===== src/rtl/led_scan_ctrl_pkg.sv =====
// rtl/led_scan_ctrl_pkg.sv - EXTBoard scan definitions: matrix geometry, local port map, scan states.
package led_scan_ctrl_pkg;
    localparam int LINES = 20;
    localparam int COLS = 10;
    localparam int BLANK_CYC = 4;
    localparam logic [15:0] PERIOD_RST = 16'd1000;
    localparam int LINE_W = 5;

    typedef enum logic [3:0] {
        PORT_ScanPtr    = 4'd0,
        PORT_ScanData   = 4'd1,
        PORT_ScanPeriod = 4'd2,
        PORT_ScanCtrl   = 4'd3,
        PORT_ScanDuty   = 4'd4
    } tPORT;

    typedef enum logic [1:0] {
        IDLE  = 2'd0,
        BLANK = 2'd1,
        DRIVE = 2'd2
    } tScanState;

    function automatic logic [LINE_W-1:0] nextLine(input logic [LINE_W-1:0] l);
        return (l == LINE_W'(LINES - 1)) ? '0 : l + 1'b1;
    endfunction
endpackage


===== src/rtl/led_fb_ram.sv =====
// rtl/led_fb_ram.sv - LINES x COLS frame buffer, one write port, one registered read port.
module led_fb_ram
    import led_scan_ctrl_pkg::*;
(
    input  logic              iClk,
    input  logic              iRst,
    input  logic              iWEnb,
    input  logic [LINE_W-1:0] iWAddr,
    input  logic [COLS-1:0]   iWData,
    input  logic [LINE_W-1:0] iRAddr,
    output logic [COLS-1:0]   oRData
);
    logic [COLS-1:0] mem [LINES];

    always_ff @(posedge iClk or posedge iRst) begin
        if (iRst) begin
            for (int i = 0; i < LINES; i++) begin
                mem[i] <= '0;
            end
            oRData <= '0;
        end else begin
            if (iWEnb) begin
                mem[iWAddr] <= iWData;
            end
            oRData <= mem[iRAddr];
        end
    end
endmodule


===== src/rtl/led_scan_ctrl.sv =====
// rtl/led_scan_ctrl.sv - autonomous LED-matrix scanner with blanking; LED_SCAN_DIMMER_EN adds a per-line duty dimmer.
module led_scan_ctrl
    import led_scan_ctrl_pkg::*;
(
    input  logic             iClk,
    input  logic             iRst,
    input  logic [3:0]       iAddr,
    input  logic [15:0]      iData,
    input  logic             iWEnb,
    output logic [15:0]      oData,
    output logic [COLS-1:0]  oLED_Data,
    output logic [LINES-1:0] oLED_LineSel,
    output logic             oFrameTick
);
    tScanState         state;
    tPORT              port;
    logic [LINE_W-1:0] line;
    logic [LINE_W-1:0] wrPtr;
    logic [15:0]       period;
    logic [15:0]       cnt;
    logic [15:0]       newPeriod;
    logic [7:0]        frameCnt;
    logic [COLS-1:0]   rdData;
    logic              enable;
    logic              inDrive;
    logic              ptrWr, dataWr, periodWr, ctrlWr;
    logic              run, lastCyc, lineOn;

    assign port      = tPORT'(iAddr);
    assign ptrWr     = iWEnb && (port == PORT_ScanPtr);
    assign dataWr    = iWEnb && (port == PORT_ScanData);
    assign periodWr  = iWEnb && (port == PORT_ScanPeriod);
    assign ctrlWr    = iWEnb && (port == PORT_ScanCtrl);
    assign newPeriod = (iData == 16'd0) ? 16'd1 : iData;
    // A Ctrl write acts on the same edge so disabling blanks the pins one cycle later.
    assign run       = ctrlWr ? iData[0] : enable;
    assign lastCyc   = cnt >= (period - 16'd1);

`ifdef LED_SCAN_DIMMER_EN
    logic [7:0] duty;
    logic       dutyWr;

    assign dutyWr = iWEnb && (port == PORT_ScanDuty);
    // count*256/Period < Duty, rearranged to avoid a divider.
    assign lineOn = (duty == 8'hFF) || ({cnt, 8'h00} < (24'(duty) * 24'(period)));

    always_ff @(posedge iClk or posedge iRst) begin
        if (iRst) begin
            duty <= 8'hFF;
        end else if (dutyWr) begin
            duty <= iData[7:0];
        end
    end
`else
    assign lineOn = 1'b1;
`endif

    always_ff @(posedge iClk or posedge iRst) begin
        if (iRst) begin
            wrPtr  <= '0;
            period <= PERIOD_RST;
            enable <= 1'b0;
        end else begin
            if (ptrWr) begin
                if (iData[4:0] < LINE_W'(LINES)) begin
                    wrPtr <= iData[4:0];
                end
            end else if (dataWr) begin
                wrPtr <= nextLine(wrPtr);
            end
            if (periodWr) begin
                period <= newPeriod;
            end
            if (ctrlWr) begin
                enable <= iData[0];
            end
        end
    end

    led_fb_ram uFbRam (
        .iClk   (iClk),
        .iRst   (iRst),
        .iWEnb  (dataWr),
        .iWAddr (wrPtr),
        .iWData (iData[COLS-1:0]),
        .iRAddr (line),
        .oRData (rdData)
    );

    always_ff @(posedge iClk or posedge iRst) begin
        if (iRst) begin
            state        <= IDLE;
            line         <= '0;
            cnt          <= '0;
            frameCnt     <= '0;
            inDrive      <= 1'b0;
            oLED_LineSel <= '1;
            oLED_Data    <= '0;
            oFrameTick   <= 1'b0;
        end else begin
            oFrameTick <= 1'b0;
            inDrive    <= (state == DRIVE);
            if (!run) begin
                state        <= IDLE;
                line         <= '0;
                cnt          <= '0;
                inDrive      <= 1'b0;
                oLED_LineSel <= '1;
                oLED_Data    <= '0;
            end else begin
                oLED_LineSel <= (state == DRIVE && lineOn) ? ~(LINES'(1) << line) : '1;
                // Column data is latched once per line so buffer writes never tear a lit line.
                oLED_Data    <= (state != DRIVE) ? '0 : (inDrive ? oLED_Data : rdData);
                unique case (state)
                    IDLE: begin
                        state <= BLANK;
                        cnt   <= '0;
                    end
                    BLANK: begin
                        if (cnt == 16'(BLANK_CYC - 1)) begin
                            state <= DRIVE;
                            cnt   <= '0;
                        end else begin
                            cnt <= cnt + 16'd1;
                        end
                    end
                    DRIVE: begin
                        if (periodWr) begin
                            cnt <= (newPeriod <= cnt) ? newPeriod - 16'd1 : 16'd0;
                        end else if (lastCyc) begin
                            state <= BLANK;
                            cnt   <= '0;
                            line  <= nextLine(line);
                            if (line == LINE_W'(LINES - 1)) begin
                                oFrameTick <= 1'b1;
                                frameCnt   <= frameCnt + 8'd1;
                            end
                        end else if (cnt != 16'hFFFF) begin
                            cnt <= cnt + 16'd1;
                        end
                    end
                    default: state <= IDLE;
                endcase
            end
        end
    end

    always_comb begin
        oData = '0;
        if (port == PORT_ScanPtr) begin
            oData = {11'b0, wrPtr};
        end else if (port == PORT_ScanCtrl) begin
            oData = {frameCnt, 2'b0, line, enable};
        end
    end
endmodule


===== config.mk =====
export PLATFORM = sky130hd
export DESIGN_NAME = led_scan_ctrl
export DESIGN_NICKNAME = d
export VERILOG_FILES = /design/src/rtl/led_scan_ctrl_pkg.sv /design/src/rtl/led_fb_ram.sv /design/src/rtl/led_scan_ctrl.sv
export SDC_FILE = /design/constraint.sdc
export NUM_CORES = 1
export LEC_CHECK = 0
export ABC_CLOCK_PERIOD_IN_PS = 10000
export CORE_MARGIN = 8
export CORE_UTILIZATION = 39
export CTS_BUF_LIST = sky130_fd_sc_hd__clkbuf_4 sky130_fd_sc_hd__clkbuf_8 sky130_fd_sc_hd__clkbuf_16
export DETAILED_ROUTE_END_ITERATION = 10
export SETUP_SLACK_MARGIN = 0.1
export SYNTH_ARGS = -nofsm -noshare
export SYNTH_HDL_FRONTEND = slang
export SYNTH_SLANG_ARGS = --single-unit

===== constraint.sdc =====
create_clock -name iClk -period 10 [get_ports iClk]
set_clock_uncertainty 0.15 [all_clocks]
set_input_delay 1 -clock iClk [delete_from_list [all_inputs] [get_ports iClk]]
set_output_delay 1 -clock iClk [all_outputs]
set_load 0.01 [all_outputs]

After elaboration in Yosys (flattened, before gate mapping)
Index checks and enable logic that the tools add are counted.

operators by class
  bitwise logic cells = 4
  shifts and indexed selects = 1
  $lt $le $gt $ge = 6
  add/subtract/negate cells = 6
  eq/ne operators = 20
  reductions and logical operators = 14
  muxes and demuxes = 42

operators by type and width
  kind                                                      number
  bitwise mux 200 bit                                       1
  2-to-1 mux 16 bit                                         9
  2-to-1 mux 10 bit                                         6
  binary-select mux 10 bit (select 5 bit)                   1
  demux 10 bit (select 5 bit)                               1
  one-hot mux 16 bit (3 select lines)                       1
  2-to-1 mux 5 bit                                          9
  2-to-1 mux 20 bit                                         2
  subtractor 16 x 1 -> 16 bit, second input constant        2
  inverter 20 bit                                           1
  << shifter 1 x 5 -> 20 bit, first input constant          1
  adder 16 x 1 -> 16 bit, second input constant             1
  == test 16 x 2 -> 1 bit, second input constant            1
  greater-or-equal comparator 16 bit                        1
  less-or-equal comparator 16 bit                           1
  logical NOT 16 bit                                        1
  inequality test 16 bit, second input constant             1
  greater-or-equal comparator 6 bit, second input constant  2
  inverter 5 -> 6 bit                                       2
  adder 5 x 1 -> 5 bit, second input constant               2
  == test 5 bit, second input constant                      2
  inequality test 3 bit, second input constant              3
  adder 8 x 1 -> 8 bit, second input constant               1
  == test 4 x 2 -> 1 bit, second input constant             2
  other kinds (21)                                          39

word-level totals
  flip-flop bits (word level) = 295
  input port bits = 23
  word-level logic and storage cells = 125

Longest topological paths before layout
Gate-level depths: netlist (run 1).

  depth after elaboration = 7
  gate-level depth with buffers = 15

By module
From an unflattened synthesis (run 1), not the netlist that was laid out.

unflattened totals
  cell total of the unflattened synthesis = 1,221
  area total of the unflattened synthesis = 15,129.5 um^2

modules (own cells, without submodules)
  module         instances  seq. area each (um^2)  cells each  area each (um^2)
  led_fb_ram     1          5,255.0                594         9,472.8
  led_scan_ctrl  1          2,159.6                627         5,656.7

Worst setup path before layout (run 1)
No wires, ideal clock.

  kind = flip-flop to flip-flop
  start point = register period[2]
  end point = register cnt[3]
  cell stages (with the launch flop) = 16
  buffers on the path = 1
  data arrival time = 3.880 ns
  data required time = 9.768 ns
  path slack = 5.887 ns
  path through = dfrtp_1 > or4_1 > nor4_1 > nand2_1 > or2_2 > nor4_1 > xnor2_1 > ha_1 > a211oi_1 > o21ai_0 > a221oi_1 > o211ai_1 > a21oi_1 > buf_2 > a31oi_1 > o22ai_1

between the ends
  longest elaborated chain between the ends = 6
  elaborated cells between the ends (all ways) = 8
  those cells by class = add/sub: 1; order compare: 1; eq/ne: 1; mux: 4; reduce/logical: 1

RTL lines
  element                                 line                  source
  start: declaration                      led_scan_ctrl.sv:19   logic [15:0] period;
  start signal: assignment                led_scan_ctrl.sv:72   period <= newPeriod;
  subtractor 16 x 1 -> 16 bit (*)         led_scan_ctrl.sv:37   assign lastCyc = cnt >= (period - 16'd1);
  greater-or-equal comparator 16 bit (*)  led_scan_ctrl.sv:37
  2-to-1 mux 16 bit                       led_scan_ctrl.sv:130  end else if (lastCyc) begin
  2-to-1 mux 16 bit                       led_scan_ctrl.sv:128  if (periodWr) begin
  one-hot mux 16 bit (3 select lines)     led_scan_ctrl.sv:114  unique case (state)
  2-to-1 mux 16 bit                       led_scan_ctrl.sv:103  if (!run) begin
  end signal: assignment                  led_scan_ctrl.sv:124  cnt <= cnt + 16'd1;
  end signal: assignment                  led_scan_ctrl.sv:129  cnt <= (newPeriod <= cnt) ? newPeriod - 16'd1 : 16'd0;
  end signal: assignment                  led_scan_ctrl.sv:139  cnt <= cnt + 16'd1;
  end: declaration                        led_scan_ctrl.sv:20   logic [15:0] cnt;

Every way passes the cells marked *; elsewhere a longest branch is shown, timed or not.
A chain may end at the register's enable or synchronous reset.

Worst setup path after layout (run 1)
  start point = register period[2]
  end point = register cnt[0]

Same word-level chain as after synthesis.

==> impl_metrics.yaml, run 1 <==
routing:
  wl_per_cell_microns: 21.2
  first_iter_violations: 685
  drc_errors: 0
  route.vias.total: 10000
  antenna_left: 0
  via_per_inst: 5.52
  finalWirelength_mm: 38.4
  dr.pass1.iters: 5
yosys:
  synthesis.area_sq_um: 14900
  seq_area_frac_synth_pct: 49.7
  postSynthCellCount: 1255
  yosys_warnings: 0
  ys_ff_latch: 295
  ys.flop_type: "dfrtp_1"
  synth_edf_count: 0
  yosysUniqueCellTypes: 64
  async_reset_ff_share_pct: 100
  synth.avg_cell_area_sq_um: 11.9
clock_network:
  path_clk_slew_ps: 60
  cts.hold.buffers_added: 0
  clkSinkCount: 295
  cts_setup_buffers: 0
  cts_buffer_depth: 3
  cts_tree: "done"
  worstSkewPairLatency_ps: 530
  cts-root-buf: "clkbuf_16"
  cts_buffers: 35
  cts-resized-gates: 0
  cts.htree.levels: 2
setup_path:
  path_cells: "or4_1 > nor4_1 > nand2_1 > or2_2 > nor4_1 > xnor2_1 > ha_1 > a211oi_1 > o21ai_0 > a221oi_1 > o211ai_1 > a21oi_1 > a22oi_1 > o31ai_1"
  crit_fanout: 15
  path_common_cell: "nor4_1"
  crit_path_max_incr_delay_ps: 1080
  slowest_stage: "a21oi_1"
  required_ps: 10280
  critPathKind: "reg -> reg"
  worst_setup_path_end_kind: "flop"
  cp.arrival_ps: 5380
  cp-start-kind: "flop"
place:
  dpl_cell_area_sq_um: 16000
  dp.cells: 1751
  dpl_worst_slack_ps: 5010
  port_buffers: 67
  gp_congestion: 0.904
  hpwlAfterDp_mm: 24.4
worst_hold_path:
  hold_path_class: "reg -> reg"
floorplanning:
  std_cell_rows: 71
  die_y_microns: 212
  die_area_sq_um: 44800
  start_util_pct: 39.6
  ios: 70
  die_x_microns: 212
  core_sq_um: 37700
finish:
  nets: 1350
  drive_above_1_share_pct: 27.7
  num_antenna_cells: 0
  final_cell_mix: "dfrtp_1 (267), mux2_2 (181), nand2_1 (144)"
  finish.utilization_pct: 45.6
  final_common_cell: "dfrtp_1"
  syn_to_final_growth_pct: 15.2
  fin_area_sq_um: 17200
  fin_cells: 1814
run:
  drv_cap: 0
timing:
  maxSlewHeadroom_pct: 11.5
  fin_ws_ps: 4900
  post-route-period-util_pct: 51.0
  max_freq_ghz: 0.196
  rsz0062_at_grt: "false"
  hold_violations: 0
  setup_tns_ps: 0
  slew_violations: 0
  fin_crit_ps: 5100
  worst_pin_slew_ps: 1330
  hold_ws_ps: 310
  finalSetupViolCount: 0
global_route:
  overflow: 0
  grt_pass1_wl_mm: 60.7
  antenna_found_initial: 0
  grt_max_degree: 202
  grt_pass1_vias: 10200
  track_usage_pct: 17.4
pwr:
  power_density_nw_per_um2: 185
  power_mw: 3.17
  vdd_drop_max_mv: 0.102
  leakagePower_nw: 7.62
status:
  outcome: "finished, final reports clean"
synth_stat cells, types with 11 or more instances:
master	count	area [sq um]
nor2_1	48	180
and3_1	21	131
o22ai_1	11	68.8
ha_1	50	626
mux2_2	181	2040
nor3_1	21	105
dfrtp_1	269	6730
xnor2_1	25	219
nand2_1	144	541
a21oi_1	27	135
nor4_1	11	68.8
a31oi_1	20	125
dfstp_2	26	683
nand4_1	12	75.1
mux2i_1	13	130
o21ai_0	53	265
clkbuf_1	77	289
buf_2	19	95.1
nand3_1	25	125
mux4_2	60	1350
inv_1	47	176
per-layer routing:
metal	track usage, %	wire length (microns)
met5	0	0
met2	28.4	18300
met4	4.55	813
met1	23.9	17500
met3	2.59	1840
area by class of cell:
class	instances	area (sq um)
Fill cell	3478	20500
Sequential cell	295	7420
Inverter	49	191
Tap cell	511	639
Timing Repair Buffer	85	818
Clock inverter	16	183
Multi-Input combinational cell	811	6910
Clock buffer	47	1020
cells by family after synthesis:
group                    synth area share, %
AO/OA/AOI/OAI                           6.22
XOR/XNOR                                1.94
adder cells (fa/ha/maj)                 4.19
buffers and inverters                   4.04
flip-flops                              49.7
multiplexers                            23.7
other                                 0.0251
AND/OR/NAND/NOR                         10.1
report_power, final:
part	switching [mW]	total (mW)	internal, mW
clock network	0.513	1.31	0.796
logic	0.268	0.471	0.203
registers	0.0799	1.39	1.31
total	0.861	3.17	2.31
worst max-delay path: cells and delay by family, from the launching register on:
kind / cells / cell delay, ps
flip-flops: 1 / 420
XOR/XNOR: 1 / 160
adder cells (fa/ha/maj): 1 / 270
AO/OA/AOI/OAI: 7 / 2430
AND/OR/NAND/NOR: 5 / 1580
path summary, 6_finish.rpt:
| kind | cells past startpoint | start | to | slack, ps |
|---|---|---|---|---|
| min in group asynchronous | 2 | iRst | frameCnt[0]$_DFFE_PP0P_ | 860 |
| setup / recovery | 14 | period[2]$_DFFE_PP0P_ | cnt[0]$_DFFE_PP0P_ | 4900 |
| max in group asynchronous | 3 | iRst | line[0]$_DFFE_PP0P_ | 7100 |
| setup reg to reg | 14 | period[2]$_DFFE_PP0P_ | cnt[0]$_DFFE_PP0P_ | 4900 |
| hold / removal | 1 | frameCnt[7]$_DFFE_PP0P_ | frameCnt[7]$_DFFE_PP0P_ | 310 |
| hold reg to reg | 1 | frameCnt[7]$_DFFE_PP0P_ | frameCnt[7]$_DFFE_PP0P_ | 310 |
flip-flops by register name (all words and copies together), names as in the netlist, 2 cells and up:
register / cells
wrPtr: 5
state: 2
uFbRam.oRData: 10
frameCnt: 8
period: 16
oLED_LineSel: 20
cnt: 16
line: 5
uFbRam.mem: 200
oLED_Data: 10
Power figures use the tool's default switching activity.
==> run 2, diff against run 1 <==
--- a/config.mk
+++ b/config.mk
@@ -5,7 +5,7 @@
 export SDC_FILE = /design/constraint.sdc
 export NUM_CORES = 1
 export LEC_CHECK = 0
-export ABC_CLOCK_PERIOD_IN_PS = 10000
+export ABC_CLOCK_PERIOD_IN_PS = 4600
 export CORE_MARGIN = 8
 export CORE_UTILIZATION = 39
 export CTS_BUF_LIST = sky130_fd_sc_hd__clkbuf_4 sky130_fd_sc_hd__clkbuf_8 sky130_fd_sc_hd__clkbuf_16
==> constraint.sdc (replaced) <==
create_clock -name iClk -period 4.6 [get_ports iClk]
set_clock_uncertainty 0.15 [all_clocks]
set_input_delay 0.46 -clock iClk [delete_from_list [all_inputs] [get_ports iClk]]
set_output_delay 0.46 -clock iClk [all_outputs]
set_load 0.01 [all_outputs]
==> impl_metrics.yaml, run 2 (synthesis results as in run 1) <==
status:
  outcome: "finished, final reports clean"
finish:
  largest_reg_flops: 200
  num_antenna_cells: 0
  drive_above_1_share_pct: 29.3
  nets: 1372
  top_regs: "uFbRam.mem (200), oLED_LineSel (20)"
  syn_to_final_growth_pct: 16.4
  regMostFlops: "uFbRam.mem"
  final_cell_mix: "dfrtp_1 (267), mux2_2 (181), nand2_1 (144)"
  finish.utilization_pct: 46.1
  final_common_cell: "dfrtp_1"
  fin_cells: 1836
timing:
  finalSetupViolCount: 0
  post-route-period-util_pct: 91.9
  fin_ws_ps: 374
  setup_tns_ps: 0
  rsz0062_at_grt: "false"
  slew_violations: 0
  worst_pin_slew_ps: 1120
  fin_crit_ps: 4230
  max_freq_ghz: 0.237
  maxSlewHeadroom_pct: 25.2
  hold_violations: 0
setup_path:
  required_ps: 4890
  worst_setup_path_end_kind: "flop"
  r2r_cells: 14
  cp-start-kind: "flop"
  critPathKind: "reg -> reg"
  cp.arrival_ps: 4520
  r2r_slack_ps: 370
  r2r_end: "cnt[9]$_DFFE_PP0P_"
  timing.rr.start: "period[2]$_DFFE_PP0P_"
  crit_fanout: 6
routing:
  wl_per_cell_microns: 21.2
  first_iter_violations: 740
  route.vias.total: 10200
  dr.pass1.iters: 6
  finalWirelength_mm: 38.9
  drc_errors: 0
  via_per_inst: 5.56
  antenna_left: 0
pwr:
  p_switching_mw: 1.89
  pwr-share-clk_pct: 40.7
  vdd_drop_max_mv: 0.223
  p_sw_share_pct: 27.2
  power_density_nw_per_um2: 399
  p_int_mw: 5.04
  leakagePower_nw: 7.74
  pwr-share-comb_pct: 15.6
  power_mw: 6.93
  p_seq_share_pct: 43.8
global_route:
  grt_max_degree: 125
  track_usage_pct: 17.4
  antenna_found_initial: 0
  grt_pass1_wl_mm: 61.2
  grt_pass1_vias: 10300
  overflow: 0
place:
  dpl_worst_slack_ps: 115
  dp.cells: 1774
  gp_congestion: 0.943
  port_buffers: 67
  hpwlAfterDp_mm: 26.3
floorplanning:
  die_x_microns: 212
  std_cell_rows: 71
  ios: 70
  die_y_microns: 212
  start_util_pct: 39.6
  core_sq_um: 37700
  die_area_sq_um: 44800
clock_network:
  clkSinkCount: 295
  cts_setup_buffers: 0
  worstSkewPairLatency_ps: 530
  cts-root-buf: "clkbuf_16"
  path_clk_slew_ps: 60
  cts_buffer_depth: 3
  cts.htree.levels: 2
  cts_buffers: 34
  cts_tree: "done"
run:
  drv_cap: 0
worst_hold_path:
  hold_path_class: "in -> async"
## run 2: changes by cell type in the layout (fill, tap and decap cells not counted), moves of 2 or more
cell,change
clkbuf_8,-3
clkbuf_4,+4
clkinv_4,+2
buf_4,+23
clkinv_8,-2
clkinv_2,-2
nor4_1,-2
## run 2: timing repair
item	in CTS	in global routing
hold buffers	0	0
gates resized for setup	0	7
pin swaps	0	0
endpoints found under the setup margin	2	32
## run 2: area by class of cell
class	count	area (sq um)
multi-input combinational	811	6950
timing repair buffer	108	991
inverter	49	188
clock buffer	48	1000
sequential	295	7420
clock inverter	14	171
tap	511	639
fill	3450	20300
## run 2: critical path: stages, from the launching register on
cell and delay (ps):
dfrtp_1 440, or4_4 600, nor4_4 180, nand2_1 110, or2_2 330, nor4_2 200
xnor2_1 160, ha_1 280, a211oi_1 230, o21ai_0 150, a221oi_2 330, o21a_2 270
a21oi_1 190, o32a_1 390, o22ai_1 130
## run 2: worst max path at each step
| stage | startpoint | slack [ps] | depth (start not counted) | to |
|---|---|---|---|---|
| detailed placement | period[2]$_DFFE_PP0P_ | 110 | 12 | frameCnt[1]$_DFFE_PP0P_ |
| finish | period[2]$_DFFE_PP0P_ | 370 | 14 | cnt[9]$_DFFE_PP0P_ |
| floorplan | iRst | 90 | 1 | cnt[0]$_DFFE_PP0P_ |
| CTS | period[2]$_DFFE_PP0P_ | 80 | 12 | frameCnt[1]$_DFFE_PP0P_ |
| global placement | period[2]$_DFFE_PP0P_ | 190 | 12 | frameCnt[1]$_DFFE_PP0P_ |
| global route | period[2]$_DFFE_PP0P_ | 110 | 14 | cnt[9]$_DFFE_PP0P_ |
## run 2: power by group through the flow
stage | registers [mW] | logic, mW | clock network [mW]
floorplan | 3.00 | 0.779 | 0
global placement | 3.06 | 1.05 | 0
detailed placement | 3.07 | 1.07 | 0
CTS | 3.02 | 1.07 | 2.88
global route | 3.06 | 1.19 | 2.98
finish | 3.03 | 1.08 | 2.82
## run 2: routing by layer
layer,vias up,global-route usage [%],wire length [microns]
li1,4594,-,-
met1,5272,24.4,17700
met2,271,28.0,18400
met3,65,2.56,1980
met4,0,4.82,898
met5,-,0,0
## run 2: metrics by stage
stage	instance area [sq um]	hold WS, ps
after floorplan	14900	288
after global placement	16100	307
after detailed placement	16100	308
after CTS	17300	257
after global routing	17400	294
final	17400	238
